[config.mk]
export PLATFORM = sky130hd
export DESIGN_NAME = mm_wb_load_stage
export DESIGN_NICKNAME = d
export VERILOG_FILES = /design/src/rtl/mm_wb_load_stage.sv
export SDC_FILE = /design/constraint.sdc
export NUM_CORES = 1
export LEC_CHECK = 0
export BUFFER_PORTS_ARGS = -buffer_cell sky130_fd_sc_hd__clkbuf_2
export CORE_MARGIN = 1.5
export CORE_UTILIZATION = 30
export CTS_BUF_LIST = sky130_fd_sc_hd__clkbuf_16
export DETAILED_ROUTE_END_ITERATION = 8
export MAX_ROUTING_LAYER = met4
export SLEW_MARGIN = 15
export SYNTH_ARGS = -nofsm -noshare
export SYNTH_HDL_FRONTEND = slang
export SYNTH_SLANG_ARGS = --single-unit
[constraint.sdc]
create_clock -name clk -period 4.2 [get_ports clk]
set_input_delay 0.42 -clock clk [delete_from_list [all_inputs] [get_ports clk]]
set_output_delay 0.42 -clock clk [all_outputs]
set_load 0.02 [all_outputs]
[src/rtl/mm_wb_load_stage.sv]
// Writeback-side load stage: holds lane-1 loads until the data cache answers,
// aligns/extends the load data and hands both lanes to the next stage together.
module mm_wb_load_stage #(
  parameter int DATA_W = 32,
  parameter int PC_W   = 32,
  parameter int REG_W  = 5
) (
  input  logic              clk,
  input  logic              rst_n,
  input  logic              next_allowin_i,
  input  logic              line1_pre_to_now_valid_i,
  input  logic              line2_pre_to_now_valid_i,
  output logic              now_allowin_o,
  output logic              line1_now_to_next_valid_o,
  output logic              line2_now_to_next_valid_o,
  input  logic              excep_flush_i,
  input  logic [PC_W-1:0]   l1_pc_i,
  input  logic              l1_load_i,
  input  logic [2:0]        l1_ld_op_i,
  input  logic [1:0]        l1_addr_lo_i,
  input  logic              l1_wb_en_i,
  input  logic [REG_W-1:0]  l1_wb_addr_i,
  input  logic [DATA_W-1:0] l1_alu_res_i,
  input  logic [PC_W-1:0]   l2_pc_i,
  input  logic              l2_wb_en_i,
  input  logic [REG_W-1:0]  l2_wb_addr_i,
  input  logic [DATA_W-1:0] l2_alu_res_i,
  input  logic              dcache_data_ok_i,
  input  logic [DATA_W-1:0] dcache_rdata_i,
  output logic [PC_W-1:0]   l1_pc_o,
  output logic              l1_wb_en_o,
  output logic [REG_W-1:0]  l1_wb_addr_o,
  output logic [DATA_W-1:0] l1_wb_data_o,
  output logic [PC_W-1:0]   l2_pc_o,
  output logic              l2_wb_en_o,
  output logic [REG_W-1:0]  l2_wb_addr_o,
  output logic [DATA_W-1:0] l2_wb_data_o,
  output logic              l1_fwd_data_ok_o,
  output logic              l2_fwd_data_ok_o
);

  // state  | meaning
  // IDLE   | lane 1 empty
  // WAIT   | valid load, cache data not yet returned
  // DONE   | valid, result final
  // CANCEL | flushed load, its cache response must still be swallowed
  typedef enum logic [1:0] {
    S_IDLE   = 2'd0,
    S_WAIT   = 2'd1,
    S_DONE   = 2'd2,
    S_CANCEL = 2'd3
  } l1_state_e;

  l1_state_e l1_state_q, l1_state_d;
  logic      l2_valid_q, l2_valid_d;

  logic [PC_W-1:0]   l1_pc_q, l1_pc_d;
  logic              l1_wb_en_q, l1_wb_en_d;
  logic [REG_W-1:0]  l1_wb_addr_q, l1_wb_addr_d;
  logic [DATA_W-1:0] l1_wb_data_q, l1_wb_data_d;
  logic [2:0]        l1_ld_op_q, l1_ld_op_d;
  logic [1:0]        l1_addr_lo_q, l1_addr_lo_d;
  logic [PC_W-1:0]   l2_pc_q, l2_pc_d;
  logic              l2_wb_en_q, l2_wb_en_d;
  logic [REG_W-1:0]  l2_wb_addr_q, l2_wb_addr_d;
  logic [DATA_W-1:0] l2_wb_data_q, l2_wb_data_d;

  logic              l1_valid;
  logic              l1_data_ok;
  logic              l1_ready_go;
  logic              any_valid;
  logic              accept;
  logic [7:0]        ld_byte;
  logic [15:0]       ld_half;
  logic [DATA_W-1:0] ld_ext;

  always_comb begin
    ld_byte = dcache_rdata_i[{l1_addr_lo_q, 3'b000} +: 8];
    ld_half = dcache_rdata_i[{l1_addr_lo_q[1], 4'b0000} +: 16];
    case (l1_ld_op_q)
      3'b000:  ld_ext = {{(DATA_W-8){ld_byte[7]}}, ld_byte};
      3'b001:  ld_ext = {{(DATA_W-16){ld_half[15]}}, ld_half};
      3'b100:  ld_ext = {{(DATA_W-8){1'b0}}, ld_byte};
      3'b101:  ld_ext = {{(DATA_W-16){1'b0}}, ld_half};
      default: ld_ext = dcache_rdata_i;
    endcase
  end

  always_ff @(posedge clk or negedge rst_n) begin
    if (!rst_n) begin
      l1_state_q   <= S_IDLE;
      l2_valid_q   <= 1'b0;
      l1_pc_q      <= '0;
      l1_wb_en_q   <= 1'b0;
      l1_wb_addr_q <= '0;
      l1_wb_data_q <= '0;
      l1_ld_op_q   <= '0;
      l1_addr_lo_q <= '0;
      l2_pc_q      <= '0;
      l2_wb_en_q   <= 1'b0;
      l2_wb_addr_q <= '0;
      l2_wb_data_q <= '0;
    end else begin
      l1_state_q   <= l1_state_d;
      l2_valid_q   <= l2_valid_d;
      l1_pc_q      <= l1_pc_d;
      l1_wb_en_q   <= l1_wb_en_d;
      l1_wb_addr_q <= l1_wb_addr_d;
      l1_wb_data_q <= l1_wb_data_d;
      l1_ld_op_q   <= l1_ld_op_d;
      l1_addr_lo_q <= l1_addr_lo_d;
      l2_pc_q      <= l2_pc_d;
      l2_wb_en_q   <= l2_wb_en_d;
      l2_wb_addr_q <= l2_wb_addr_d;
      l2_wb_data_q <= l2_wb_data_d;
    end
  end

  // An empty lane 1 counts as ready so a lane-2-only bundle leaves at once.
  always_comb begin
    l1_valid    = (l1_state_q == S_WAIT) || (l1_state_q == S_DONE);
    l1_data_ok  = (l1_state_q == S_WAIT) && dcache_data_ok_i;
    l1_ready_go = (l1_state_q == S_IDLE) || (l1_state_q == S_DONE) || l1_data_ok;
    any_valid   = l1_valid || l2_valid_q;
    now_allowin_o = (l1_state_q != S_CANCEL) &&
                    (!any_valid || (l1_ready_go && next_allowin_i));
    accept      = now_allowin_o && !excep_flush_i;
  end

  always_comb begin
    l1_state_d = l1_state_q;
    l2_valid_d = l2_valid_q;
    if (excep_flush_i) begin
      l2_valid_d = 1'b0;
      case (l1_state_q)
        S_WAIT, S_CANCEL: l1_state_d = dcache_data_ok_i ? S_IDLE : S_CANCEL;
        default:          l1_state_d = S_IDLE;
      endcase
    end else if (l1_state_q == S_CANCEL) begin
      if (dcache_data_ok_i) l1_state_d = S_IDLE;
    end else if (accept) begin
      l2_valid_d = line2_pre_to_now_valid_i;
      if (!line1_pre_to_now_valid_i) l1_state_d = S_IDLE;
      else if (l1_load_i)            l1_state_d = S_WAIT;
      else                           l1_state_d = S_DONE;
    end else if (l1_data_ok) begin
      l1_state_d = S_DONE;
    end
  end

  always_comb begin
    l1_pc_d      = l1_pc_q;
    l1_wb_en_d   = l1_wb_en_q;
    l1_wb_addr_d = l1_wb_addr_q;
    l1_wb_data_d = l1_wb_data_q;
    l1_ld_op_d   = l1_ld_op_q;
    l1_addr_lo_d = l1_addr_lo_q;
    l2_pc_d      = l2_pc_q;
    l2_wb_en_d   = l2_wb_en_q;
    l2_wb_addr_d = l2_wb_addr_q;
    l2_wb_data_d = l2_wb_data_q;
    if (accept) begin
      l1_pc_d      = l1_pc_i;
      l1_wb_en_d   = l1_wb_en_i;
      l1_wb_addr_d = l1_wb_addr_i;
      l1_wb_data_d = l1_alu_res_i;
      l1_ld_op_d   = l1_ld_op_i;
      l1_addr_lo_d = l1_addr_lo_i;
      l2_pc_d      = l2_pc_i;
      l2_wb_en_d   = l2_wb_en_i;
      l2_wb_addr_d = l2_wb_addr_i;
      l2_wb_data_d = l2_alu_res_i;
    end else if (l1_data_ok && !excep_flush_i) begin
      l1_wb_data_d = ld_ext;
    end
  end

  always_comb begin
    line1_now_to_next_valid_o = l1_valid && l1_ready_go && !excep_flush_i;
    line2_now_to_next_valid_o = l2_valid_q && l1_ready_go && !excep_flush_i;
    l1_pc_o          = l1_pc_q;
    l1_wb_en_o       = l1_wb_en_q && l1_valid;
    l1_wb_addr_o     = l1_wb_addr_q;
    l1_wb_data_o     = l1_data_ok ? ld_ext : l1_wb_data_q;
    l2_pc_o          = l2_pc_q;
    l2_wb_en_o       = l2_wb_en_q && l2_valid_q;
    l2_wb_addr_o     = l2_wb_addr_q;
    l2_wb_data_o     = l2_wb_data_q;
    l1_fwd_data_ok_o = l1_valid && ((l1_state_q == S_DONE) || l1_data_ok);
    l2_fwd_data_ok_o = l2_valid_q;
  end

endmodule

==> run summary, run 1 <==
For this design the static power due to leakage is 0.005195 uW. For the cell area after synthesis, the log shows 7313 sq um. The global placer's final weighted congestion was 0.8151; the wire length on met3 was 1624 um.

The run gives 148 as the clock sink count. Once the floorplan was initialized, standard cells occupied 30.88% of the core. The final setup slack of the worst path came out at 0.8577 ns. The logs give 17,670 um for the post-DP HPWL and 330 for the number of top-level pins.

The sequential area share after synthesis came out at 50.64%. The run finished with clean final reports. On the worst path, the slowest cell contributes a delay of 0.56 ns. The clock tree buffer depth is 2, and the share of the core filled with cells in the final layout is 40.89%. The initialized floorplan defines 56 standard-cell rows. Hold is met by 0.02044 ns.

Cells with a size suffix above 1 make up 35.40% of the layout. The count of nets left with antenna violations once routing finished came out at 0. In the synthesized netlist, the number of instances is 831. Among the stages of the critical path, the cell type that occurs most often is sky130_fd_sc_hd__buf_4.

Sorting the synthesized cells by area gives the leading types as sky130_fd_sc_hd__dfrtp_1 (51%), sky130_fd_sc_hd__nand2_1 (20%), sky130_fd_sc_hd__a31oi_4 (3.2%), sky130_fd_sc_hd__and4_1 (1.9%), sky130_fd_sc_hd__a21oi_1 (1.8%). The detailed router used layers up to and including met4. The number of standard cells in the final layout excluding fillers is 1,467, and the data arrival time of the critical path is 2.92 ns. Measured in cells, the most critical reg-to-reg path has a length of 6.

The worst clock skew on the final layout was 0.01094 ns; the number of enable flip-flop cells after synthesis was 0. The count of endpoints failing setup in the final report is 0. The run gives 3257 sq um as the combined area of the multi-input logic cells.

For the area of the core, the log shows 23,680 sq um. After the last flow step, the layout net total stands at 1,323. The total global routing track utilization was 19.30%; the detailed-route wire length per cell was 16.41 um. Hold repair after CTS inserted 0 buffers. Across the run, the number of max-cap violations was 0.

Measured along the y axis, the die boundary spans 159.1 um. At the worst endpoint, the required time is 3.78 ns. The tools report the number of antenna violations at the first check in global routing as 1. Relative to the synthesized area, the layout overhead comes to 32.40%. At the pin with the least slew margin, the transition time is 1.078 ns.

VDD sags by at most 745.5 uV. Entering global routing, the biggest net connects 76 pins. For this block, the routed nets add up to 24,070 um of wire. The net count after synthesis came out at 1,020.

The tools report the hold violation total from the final report as 0. TritonCTS built the clock tree. For this run the aggregate overflow at the end of global routing stands at 0.

Derived from the worst setup path, the maximum achievable clock frequency is 0.2992 GHz. The fraction of registers with async set/reset came out at 100.0%. Across all register-to-register paths, the minimum setup slack is 1.45 ns.

The min-delay analysis places its worst path in the category input pin to async pin. Walking the worst path, the cells encountered are buf_4 > nor2_1 > nand3_2 > and2_1 > buf_4 > a31oi_1 > clkbuf_2. Among all stages on the critical path, the largest delay is contributed by sky130_fd_sc_hd__dfrtp_1. STA classifies the critical path startpoint as a flop. The pre-antenna-repair detailed-routing pass consisted of 7 iterations.

The smallest clock period supported by the final layout is computed as 3.342 ns. The clock reaches the later pin of the worst-skew pair after 0.42 ns. The headroom to the max-slew limit is 28.09%. The floorplan die width is 159.1 um, and the total CTS buffers is 17. Before CTS, the worst setup slack after placement is 1.336 ns. For this run, the number of Yosys warnings is 0. Detailed router's first-iteration violation count: 447. The via count of the routed design is 7,018, and the cell area power density is 905.8 nW/um^2. The count of H-tree levels built during CTS is 4, and the post-detailed-route via-to-cell ratio is 4.784.

The ratio of final minimum period to clock period was 79.58%; the area occupied by registers was 3704 sq um. Each instance of the synthesized netlist takes up on average 8.801 sq um. By count the netlist is led by sky130_fd_sc_hd__nand2_1 (397), sky130_fd_sc_hd__dfrtp_1 (148), sky130_fd_sc_hd__a21oi_1 (26). For the die footprint, the log shows 25,320 sq um.

The largest fanout on the critical path was 19. The detailed router put a total of 10,810 um of wire on met1. After synthesis the netlist holds a flip-flop and latch count of 148. The number of port buffers works out to 329. In the post-synthesis netlist, the cell with the most instances is sky130_fd_sc_hd__nand2_1. The detailed route wirelength on metal2 was 11,190 um. Counting the fill cells in the layout gives 2,503. The terminus of the critical flop-to-flop path is l1_wb_data_q[10]. Setup repair after global routing left no endpoint under its margin. Once placement completed, the tool counted placed cells totaling 1,434.

The cell accounting for the most synthesized area was sky130_fd_sc_hd__dfrtp_1. In this run the biggest area consumer among cell types represents 50.64% of the synthesized area. Once the clock tree was built, the resizer swapped 0 gates to a different size. In this run the post-CTS setup repair buffer count came out at 0. The clock tree root buffer cell is sky130_fd_sc_hd__clkbuf_16.

The synthesized netlist contains 51 unique library cells. The max-slew violation count is 0, and the count of unresolved DRC violations after routing is 0. The clock edge transition at the registers on the reported setup and hold paths is 0.06 ns. For this run, the leading register cell type out of synthesis is sky130_fd_sc_hd__dfrtp_1.

In the final timing run, aggregate negative setup slack is 0 ns. For the wire length of the first global-routing pass, the log shows 37,720 um. The critical path in this run is classified as flop to output port.

The worst register-to-register path begins at l1_state_q[0]. The via count of the first global-routing pass was 6,931. The worst setup path is captured at an output port.
==> worst max path at each step <==
stage	cells after the start	slack (ns)	end	from
5_1_grt	7	0.69	l1_wb_data_o[16]	l1_ld_op_q[1]
6_report	7	0.86	l1_wb_data_o[19]	l1_ld_op_q[1]
4_1_cts	7	0.88	l1_wb_data_o[16]	l1_ld_op_q[1]
3_3_place_gp	6	1.45	l1_wb_data_o[4]	l1_ld_op_q[1]
3_5_place_dp	7	1.34	l1_wb_data_o[16]	l1_ld_op_q[1]
2_1_floorplan	6	2.05	l1_wb_data_o[21]	l1_state_q[1]
==> sequential cells by signal (all words and copies together) (netlist names) <==
signal,count
l2_wb_en_q,1
l1_state_q,2
l1_wb_data_q,32
l1_addr_lo_q,2
l2_wb_data_o,32
l2_pc_o,32
l1_pc_o,32
l2_fwd_data_ok_o,1
l2_wb_addr_o,5
l1_wb_en_q,1
l1_ld_op_q,3
l1_wb_addr_o,5
==> power by group <==
part,total (uW),leakage (uW),switching [uW],internal (uW)
Sequential,2580,0.00181,437,2140
Combinational,4740,0.00311,3180,1560
Clock,1460,0.000265,683,773
==> critical path: cells and delay by family, from the launching register on <==
family                 cells  cell delay [ns]
flip-flops                 1             0.56
buffers and inverters      3             0.74
AO/OA/AOI/OAI              1             0.24
AND/OR/NAND/NOR            3             0.96
==> through the flow <==
stage	power, uW	cell area, sq um
after global routing	9423	9683
after floorplan	5985	7313
after CTS	8858	9681
final	8771	9683
after global placement	7303	9131
after detailed placement	7374	9131
==> cells by family (layout without fill, tap and decap cells) <==
group           Yosys count  after routing  synth area share, %
mux                       9              9                1.574
buf+inv                  61            377                5.099
flops                   148            148                50.64
simple gates            469            469                26.86
compound gates          140            140                15.14
fa+ha+maj                 4              4               0.6844
other cells               0              1                    0
==> final cells by class <==
cell class / count / share of cell area, %
antenna: 1 / 0.02584
tap: 319 / 4.122
multi-input combinational: 622 / 33.63
clock inverter: 15 / 1.279
sequential: 148 / 38.25
inverter: 7 / 0.2714
clock buffer: 17 / 4.393
timing repair buffer: 338 / 18.03
==> cell usage in the layout, fill, tap and decap left out, drive strengths merged, types with 2 or more instances in the layout <==
master | netlist | routed
o22ai | 8 | 8
nor3b | 3 | 3
o2111ai | 12 | 12
clkinv | 0 | 2
a21o | 2 | 2
o21ai | 47 | 47
nand3b | 2 | 2
a221oi | 8 | 8
and3 | 2 | 2
nand2 | 398 | 398
clkinvlp | 0 | 4
nor2 | 26 | 26
o21a | 2 | 2
nand2b | 7 | 7
buf | 40 | 10
a21oi | 27 | 27
and2 | 4 | 4
ha | 4 | 4
and4 | 16 | 16
nand3 | 3 | 3
clkbuf | 14 | 345
a211o | 8 | 8
a31oi | 18 | 18
a32o | 2 | 2
nor2b | 3 | 3
dfrtp | 148 | 148
mux2 | 7 | 7
inv | 7 | 16
==> per-layer routing <==
metal | global-route usage (%) | vias up
li1 | - | 3365
met1 | 24.69 | 3310
met2 | 30.77 | 322
met3 | 4.168 | 21
met4 | 5.403 | 0
met5 | - | -
Note: power is estimated with default switching activity, not from simulation.
==> run 2: changes to the inputs <==
- ABC_AREA: not set -> 1
- clock period: 4.2 -> 2.7 ns (I/O delays scaled with it)
==> run 2 against run 1 <==
Net effect:
- cell count increased by 17%
- core utilization fell by 1.1 points
- sequential share of layout area down 2.3 points
- area after synthesis increased by 7.9%
- sequential cell count stayed put
- routed wire length rose by 9.8%
- sequential power rose by 53%
- largest cell class unchanged
- largest power group unchanged
==> run summary, run 2 <==
The run finished with clean final reports. The run gives 40,340 um (was 37,720 um) as the wire length of the first global-routing pass. The terminus of the critical flop-to-flop path was l1_pc_o[24] (was l1_wb_data_q[10]). The run gives 0 (unchanged) as the number of setup buffers added after CTS. Worst hold path class: input pin to flop (was input pin to async pin). Clock tree root buffer cell: sky130_fd_sc_hd__clkbuf_16 (unchanged). Clock tree buffer depth: 2 (unchanged).

The floorplan die width came out at 165.2 um (was 159.1 um). The average cell area after synthesis came out at 7.357 sq um (was 8.801 sq um). The worst-case vdd ir drop is 529.4 uV (was 745.5 uV). In this run the most critical hold path is launched from l2_pc_i[8]. The number of port buffers is 329 (unchanged). The count of endpoints failing setup in the final report came out at 0 (unchanged). The flip-flop cell with the highest count after synthesis was sky130_fd_sc_hd__dfrtp_1 (unchanged). The worst slack at placement was 0.3844 ns (was 1.336 ns); the detailed router's first-iteration violation count was 716 (was 447). The number of synthesis warnings was 0 (unchanged); the clock edge transition at the registers on the reported setup and hold paths was 0.08 ns (was 0.06 ns). The area of the core was 25,910 sq um (was 23,680 sq um).

The tools report the reg-to-reg setup timing slack as 0.39 ns (was 1.45 ns). The number of enable flip-flop cells after synthesis was 0 (unchanged). The logs give 1,262 (was 1,020) for the net count after synthesis and 330 (unchanged) for the number of top-level pins. The hold violation total from the final report is 0 (unchanged), and the number of filler cells placed in the layout is 2,779 (was 2,503). The worst reg-to-reg path cell count is 8 (was 6), and the global placer's final weighted congestion is 0.9329 (was 0.8151). The tools report the post-placement cell area as 9712 sq um (was 9131 sq um). The tools report the sequential area share after synthesis as 46.92% (was 50.64%).

Clock latency of the later-clocked register in the worst-skew pair: 0.43 ns (was 0.42 ns). The tools report the count of unresolved DRC violations after routing as 0 (unchanged). The instance count along the most critical hold path was 3. Top post-synthesis cells by area: sky130_fd_sc_hd__dfrtp_1 (47%), sky130_fd_sc_hd__nand2_1 (22%), sky130_fd_sc_hd__nand3_1 (14%), sky130_fd_sc_hd__inv_1 (2.2%), sky130_fd_sc_hd__buf_4 (1.7%) (was sky130_fd_sc_hd__dfrtp_1 (51%), sky130_fd_sc_hd__nand2_1 (20%), sky130_fd_sc_hd__a31oi_4 (3.2%), sky130_fd_sc_hd__and4_1 (1.9%), sky130_fd_sc_hd__a21oi_1 (1.8%)). The tools report the via count of the first global-routing pass as 7,347 (was 6,931).

The logs give 18,650 um (was 17,670 um) for the post-DP HPWL and 30.47% (was 30.88%) for the initial standard-cell utilization of the core. The final critical path takes up 93.22% of the cycle. For the worst clock skew on the final layout, the log shows 0.01475 ns (was 0.01094 ns). The run gives 5 (was 7) as the number of optimization iterations in the first detailed-route pass. Cell accounting for the most synthesized area: sky130_fd_sc_hd__dfrtp_1 (unchanged). The count of H-tree levels built during CTS is 4 (unchanged), and the total number of placement rows is 59 (was 56).

The finished layout cell area was 10,310 sq um (was 9683 sq um). The largest net degree at the start of global routing was 121 (was 76). The wire length after detailed routing came out at 26,420 um (was 24,070 um).

The top cell type's share of synthesized area was 46.92% (was 50.64%). The number of unique standard cell types used by synthesis was 26 (was 51). The tools report the worst-case hold path end point as l2_pc_o[8]. The data arrival time of the critical path came out at 2.25 ns (was 2.92 ns). The worst path in the final design needs a cycle of 2.517 ns, including I/O delays and setup. For the cell area after synthesis, the log shows 7894 sq um (was 7313 sq um). The total CTS buffers came out at 17 (unchanged). The commonest non-fill, non-tap cell in the layout was sky130_fd_sc_hd__nand2_1 (unchanged). The aggregate negative setup slack came out at 0 ns (unchanged). The required time of the worst setup path was 2.43 ns (was 3.78 ns); the number of maximum-capacitance violations was 0 (unchanged). The largest fanout on the critical path is 26 (was 19). The final-stage net count was 1,552 (was 1,323).

The leakage power of the design came out at 0.006096 uW (was 0.005195 uW). The via count of the routed design is 8,101 (was 7,018), and the area growth from synthesis to final layout is 30.58% (was 32.40%). The fraction of registers with async set/reset was 100.0% (unchanged). The number of antenna violations at the first check in global routing is 1 (unchanged), and the detailed-route wire length per cell is 15.43 um (was 16.41 um). The critical path endpoint category was an output port (unchanged).

The number of flip-flops and latches in the synthesized netlist came out at 148 (unchanged). The worst flop-to-flop path startpoint is l1_state_q[0] (unchanged). The logs give 45.71% (was 28.09%) for the headroom to the max-slew limit and 19.60% (was 19.30%) for the total global routing track utilization. The run gives 0 (unchanged) as the remaining global-route overflow. The post-detailed-route via-to-cell ratio works out to 4.732 (was 4.784).

The worst setup path category was flop to output port (unchanged). The run gives 27,290 sq um (was 25,320 sq um) as the die footprint. The run gives 3540 sq um (was 3257 sq um) as the combined area of the multi-input logic cells. Setup repair after global routing left no endpoint under its margin. The most common cell in the synthesized netlist is sky130_fd_sc_hd__nand2_1 (unchanged). The vertical die dimension came out at 165.2 um (was 159.1 um). Top library cells by usage in the layout, fill and taps aside: sky130_fd_sc_hd__nand2_1 (462), sky130_fd_sc_hd__clkbuf_2 (328), sky130_fd_sc_hd__nand3_1 (224) (was sky130_fd_sc_hd__nand2_1 (397), sky130_fd_sc_hd__clkbuf_2 (328), sky130_fd_sc_hd__dfrtp_1 (148)). The share of cells above drive strength 1 was 28.78% (was 35.40%). Most common library cells after synthesis: sky130_fd_sc_hd__nand2_1 (463), sky130_fd_sc_hd__nand3_1 (224), sky130_fd_sc_hd__dfrtp_1 (148) (was sky130_fd_sc_hd__nand2_1 (397), sky130_fd_sc_hd__dfrtp_1 (148), sky130_fd_sc_hd__a21oi_1 (26)). The area occupied by registers was 3704 sq um (unchanged); the worst-margin pin slew was 0.8143 ns (was 1.078 ns). For the gate count of the mapped netlist, the log shows 1,073 (was 831). For the final setup slack of the worst path, the log shows 0.1831 ns (was 0.8577 ns). The run gives 13,220 uW (was 8771 uW) as the post-route total power. The max-slew violation count is 0 (unchanged), and the cell area power density is 1282 nW/um^2 (was 905.8 nW/um^2).

The clock sink count was 148 (unchanged). The startpoint type of the worst setup path was a flop (unchanged). The maximum frequency from static timing analysis came out at 0.3973 GHz. TritonCTS built the clock tree.

The count of nets left with antenna violations after detail routing came out at 0 (unchanged).
[run 2: cell count changes in the layout (fill, tap and decap cells not counted), sizes merged, moves of 9 or more]
cell / previous run / this run
a31oi: 18 / 9
and4: 16 / 0
a21oi: 27 / 6
nand4: 1 / 17
nand3: 3 / 224
buf: 10 / 20
nand3b: 2 / 17
o2111ai: 12 / 0
nand2: 398 / 466
inv: 16 / 58
o21ai: 47 / 5
[run 2: worst max-delay path: stages, from the launching register on]
cell and delay, ns:
sky130_fd_sc_hd__dfrtp_1 0.40, sky130_fd_sc_hd__inv_1 0.08, sky130_fd_sc_hd__ha_1 0.20, sky130_fd_sc_hd__nand2_2 0.11, sky130_fd_sc_hd__clkinv_2 0.31, sky130_fd_sc_hd__buf_4 0.34, sky130_fd_sc_hd__nand3_1 0.10, sky130_fd_sc_hd__nand2_1 0.10
sky130_fd_sc_hd__clkbuf_2 0.17
[run 2: worst max path at each step]
| stage | end | startpoint | cells after the start |
|---|---|---|---|
| after floorplan | l1_wb_data_o[10] | l1_state_q[1] | 7 |
| after global placement | l2_wb_data_o[9] | l1_state_q[0] | 8 |
| after detailed placement | l2_pc_o[3] | l1_state_q[0] | 8 |
| after CTS | l1_wb_data_o[4] | l1_state_q[1] | 8 |
| after global routing | l1_wb_data_o[5] | l1_state_q[1] | 8 |
| final | l1_wb_data_o[5] | l1_state_q[1] | 8 |
[run 2: power by group]
group | switching (uW) | internal (uW) | leakage (uW)
Combinational | 4730 | 2180 | 0.00399
Sequential | 646 | 3290 | 0.00182
Clock | 1130 | 1240 | 0.000288
Total | 6510 | 6710 | 0.00610
[run 2: repair_timing]
item                                    in CTS  in global routing
hold endpoints to repair                    48                  0
resized for setup                            0                  1
endpoints found under the setup margin       0                  6
hold buffers                                 1                  0
[run 2: metrics by stage]
step | util [%] | hold WS [ns] | cells
after detailed placement | 37.48 | 0.2654 | 1678
after global placement | 37.48 | 0.2667 | 1678
final | 39.78 | 0.06874 | 1712
after global routing | 39.78 | 0.05058 | 1712
after floorplan | - | -0.02559 | 1073
after CTS | 39.77 | 0.04861 | 1711
[run 2: kinds of logic after synthesis]
kind of cell	after synthesis	share of synthesized area, %
adder cells (fa/ha/maj)	4	0.6340
AO/OA/AOI/OAI	29	2.314
flip-flops	148	46.92
AND/OR/NAND/NOR	763	41.64
buffers and inverters	129	8.496
[run 2: layout make-up]
type                            instances  share of cell area [%]
Tap cell                              335                   4.067
Timing Repair Buffer                  349                   18.12
Clock inverter                         15                   1.517
Clock buffer                           17                   4.127
Multi-Input combinational cell        796                   34.34
Inverter                               51                   1.869
Sequential cell                       148                   35.93
Antenna cell                            1                 0.02428
[run 2: layer usage]
layer | GRT usage, % | wire length, um
met1 | 25.92 | 11680
met2 | 30.32 | 12390
met3 | 4.820 | 2078
met4 | 4.341 | 270
met5 | - | 0
==> run 3: changes to the inputs <==
- RECOVER_POWER: not set -> 50
==> run 3 against run 2 <==
Net effect:
- sequential share of layout area grew 0.54 points
- clock power about the same
- total power decreased by 1.6%
- sequential cell count is the same
- largest cell class unchanged
- cell count stayed put
- worst setup slack better by 0.0038 ns
- critical path type unchanged
==> run summary, run 3 (synthesized netlist as in run 2, its figures left out) <==
The delay of the slowest cell on the worst path was 0.40 ns (about the same). The worst-margin pin slew is 1.374 ns (was 0.8143 ns). The count of unresolved DRC violations after routing is 0 (unchanged). Clock edge transition at the registers on the reported setup and hold paths: 0.08 ns (about the same). Top library cells by usage in the layout, fill and taps aside: sky130_fd_sc_hd__nand2_1 (462), sky130_fd_sc_hd__clkbuf_2 (226), sky130_fd_sc_hd__nand3_1 (224) (was sky130_fd_sc_hd__nand2_1 (462), sky130_fd_sc_hd__clkbuf_2 (328), sky130_fd_sc_hd__nand3_1 (224)).

The wire length after detailed routing was 26,390 um (was 26,420 um); the detailed router's first-iteration violation count was 677 (was 716). The run gives 27,290 sq um (unchanged) as the die footprint. For the via count of the routed design, the log shows 8,104 (was 8,101). The area growth from synthesis to final layout works out to 28.66% (was 30.58%).

The cell area power density was 1281 nW/um^2 (was 1282 nW/um^2). Cells traversed along the worst timing path: inv_1 > ha_1 > nand2_2 > clkinv_2 > buf_4 > nand3_1 > nand2_1 > clkbuf_2 (unchanged). Total global routing track utilization: 19.60% (unchanged).

Headroom to the max-slew limit: 8.375% (was 45.71%). The run gives 0.005767 uW (was 0.006096 uW) as the leakage power of the design. Largest fanout on the critical path: 26 (unchanged). Post-DP HPWL: 18,650 um (unchanged).

The worst hold path class is input pin to flop (unchanged). Commonest non-fill, non-tap cell in the layout: sky130_fd_sc_hd__nand2_1 (unchanged). The number of filler cells placed in the layout was 2,833 (was 2,779); the via count of the first global-routing pass was 7,347 (unchanged). The flow ran to the end, and the final reports show no timing, DRC or antenna violations. The tools report the maximum frequency from static timing analysis as 0.3979 GHz (was 0.3973 GHz). The worst-case vdd ir drop was 527.8 uV (was 529.4 uV); the post-route total power was 13,010 uW (was 13,220 uW). The data arrival time of the critical path came out at 2.24 ns (was 2.25 ns). The shortest period the worst path allows is 2.513 ns (was 2.517 ns). For the max-slew violation count, the log shows 0 (unchanged). The tools report the clock tree root buffer cell as sky130_fd_sc_hd__clkbuf_16 (unchanged). The ratio of final minimum period to clock period is 93.08% (was 93.22%). The remaining global-route overflow is 0 (unchanged).

The largest net degree at the start of global routing is 121 (unchanged). For the clock tree buffer depth, the log shows 2 (unchanged). The count of nets left with antenna violations after detail routing was 0 (unchanged); the worst clock skew on the final layout was 0.01477 ns (was 0.01475 ns). The vertical die dimension works out to 165.2 um (unchanged). The number of antenna violations at the first check in global routing was 1 (unchanged).

The number of maximum-capacitance violations was 0 (unchanged). The run gives 5 (unchanged) as the number of optimization iterations in the first detailed-route pass. The floorplan die width is 165.2 um (unchanged).

The run gives 30.47% (unchanged) as the initial standard-cell utilization of the core. For the clock sink count, the log shows 148 (unchanged). The number of port buffers came out at 329 (unchanged).

For the area of the core, the log shows 25,910 sq um (unchanged). The share of cells above drive strength 1 was 21.22% (was 28.78%); the number of buffers and inverters on the critical path was 4 (unchanged). The tools report the final-stage net count as 1,552 (unchanged). The logs give 2.43 ns (about the same) for the required time of the worst setup path and 4 (unchanged) for the count of H-tree levels built during CTS. Worst setup path category: flop to output port (unchanged).

The critical path endpoint category is an output port (unchanged). The post-detailed-route via-to-cell ratio came out at 4.734 (was 4.732). Setup repair after global routing left no endpoint under its margin. Wire length of the first global-routing pass: 40,340 um (unchanged). The hold violation total from the final report came out at 0 (unchanged). The aggregate negative setup slack is 0 ns (unchanged), and the number of top-level pins is 330 (unchanged). The number of setup buffers added after CTS was 0 (unchanged); the count of endpoints failing setup in the final report was 0 (unchanged). The standard cell with the maximum stage delay on the critical path was sky130_fd_sc_hd__dfrtp_1 (unchanged). The total number of placement rows is 59 (unchanged).

The tools report the clock latency of the later-clocked register in the worst-skew pair as 0.42 ns (was 0.43 ns). The startpoint type of the worst setup path was a flop (unchanged). The total CTS buffers was 17 (unchanged). The run gives 0.06932 ns (was 0.06874 ns) as the worst hold margin. The global placer's final weighted congestion was 0.9329 (unchanged).

The cell family contributing the most delay on the critical path was buffers and inverters (unchanged). Detailed-route wire length per cell: 15.41 um (was 15.43 um). TritonCTS built the clock tree.
[run 3: changes by cell type in the layout (fill, tap and decap cells not counted), sizes merged]
cell / previous run / this run
buf: 20 / 17
clkbuf: 345 / 348
[run 3: stage by stage]
step | cell area, sq um | utilization (%) | std cells | setup WS (ns)
after floorplan | 7894 | - | 1073 | 0.8929
after global routing | 10160 | 39.20 | 1712 | 0.008823
after global placement | 9712 | 37.48 | 1678 | 0.4397
after CTS | 10300 | 39.77 | 1711 | 0.07336
final | 10160 | 39.20 | 1712 | 0.1869
after detailed placement | 9712 | 37.48 | 1678 | 0.3844
[run 3: final timing paths]
path | start | endpoint | slack, ns | depth (start not counted)
worst max-delay path | l1_state_q[1] | l1_wb_data_o[5] | 0.19 | 8
worst min-delay path | l2_pc_i[8] | l2_pc_o[8] | 0.07 | 3
worst max register to register | l1_state_q[0] | l1_pc_o[24] | 0.39 | 8
worst min register to register | l2_wb_data_o[9] | l2_wb_data_o[9] | 0.47 | 2
max in group asynchronous | rst_n | l2_wb_data_o[11] | 0.51 | 3
min in group asynchronous | rst_n | l1_wb_data_q[14] | 0.70 | 2
[run 3: routing by layer]
layer  wire length [um]  part of all wire, %  up-vias  track usage, %
li1                   -                    -     4027               -
met2              12340                   47      319           30.32
met1              11710                   44     3745           25.92
met3               2061                  7.8       13           4.820
met5                  0                    0        -               -
met4                270                  1.0        0           4.341
[run 3: worst reg2reg max path, cell delays in order, from the launching register on]
cell	delay [ns]
sky130_fd_sc_hd__dfrtp_1	0.40
sky130_fd_sc_hd__inv_1	0.08
sky130_fd_sc_hd__ha_1	0.32
sky130_fd_sc_hd__or2_1	0.19
sky130_fd_sc_hd__nand2_4	0.21
sky130_fd_sc_hd__nand2_4	0.15
sky130_fd_sc_hd__buf_4	0.60
sky130_fd_sc_hd__nand2_1	0.21
sky130_fd_sc_hd__nand2_1	0.09
[run 3: cell type report]
type                       instances  area (sq um)  share of cell area [%]
inverter                          51         192.7                   1.897
clock buffer                      17         425.4                   4.189
timing repair buffer             349          1717                   16.90
multi-input combinational        796          3540                   34.85
antenna                            1         2.502                 0.02464
tap                              335         419.2                   4.127
clock inverter                    15         156.4                   1.540
sequential                       148          3704                   36.47
[run 3: timing repair]
item / in CTS / in global routing
setup endpoints to repair: 0 / 6
hold buffers: 1 / 0
endpoints found under the hold margin: 48 / 0
gates resized for setup: 0 / 1
[run 3: power by group]
| part | internal [uW] | total, uW | switching [uW] |
|---|---|---|---|
| registers | 3290 | 3930 | 641 |
| clock network | 1240 | 2370 | 1130 |
| logic | 1980 | 6710 | 4730 |
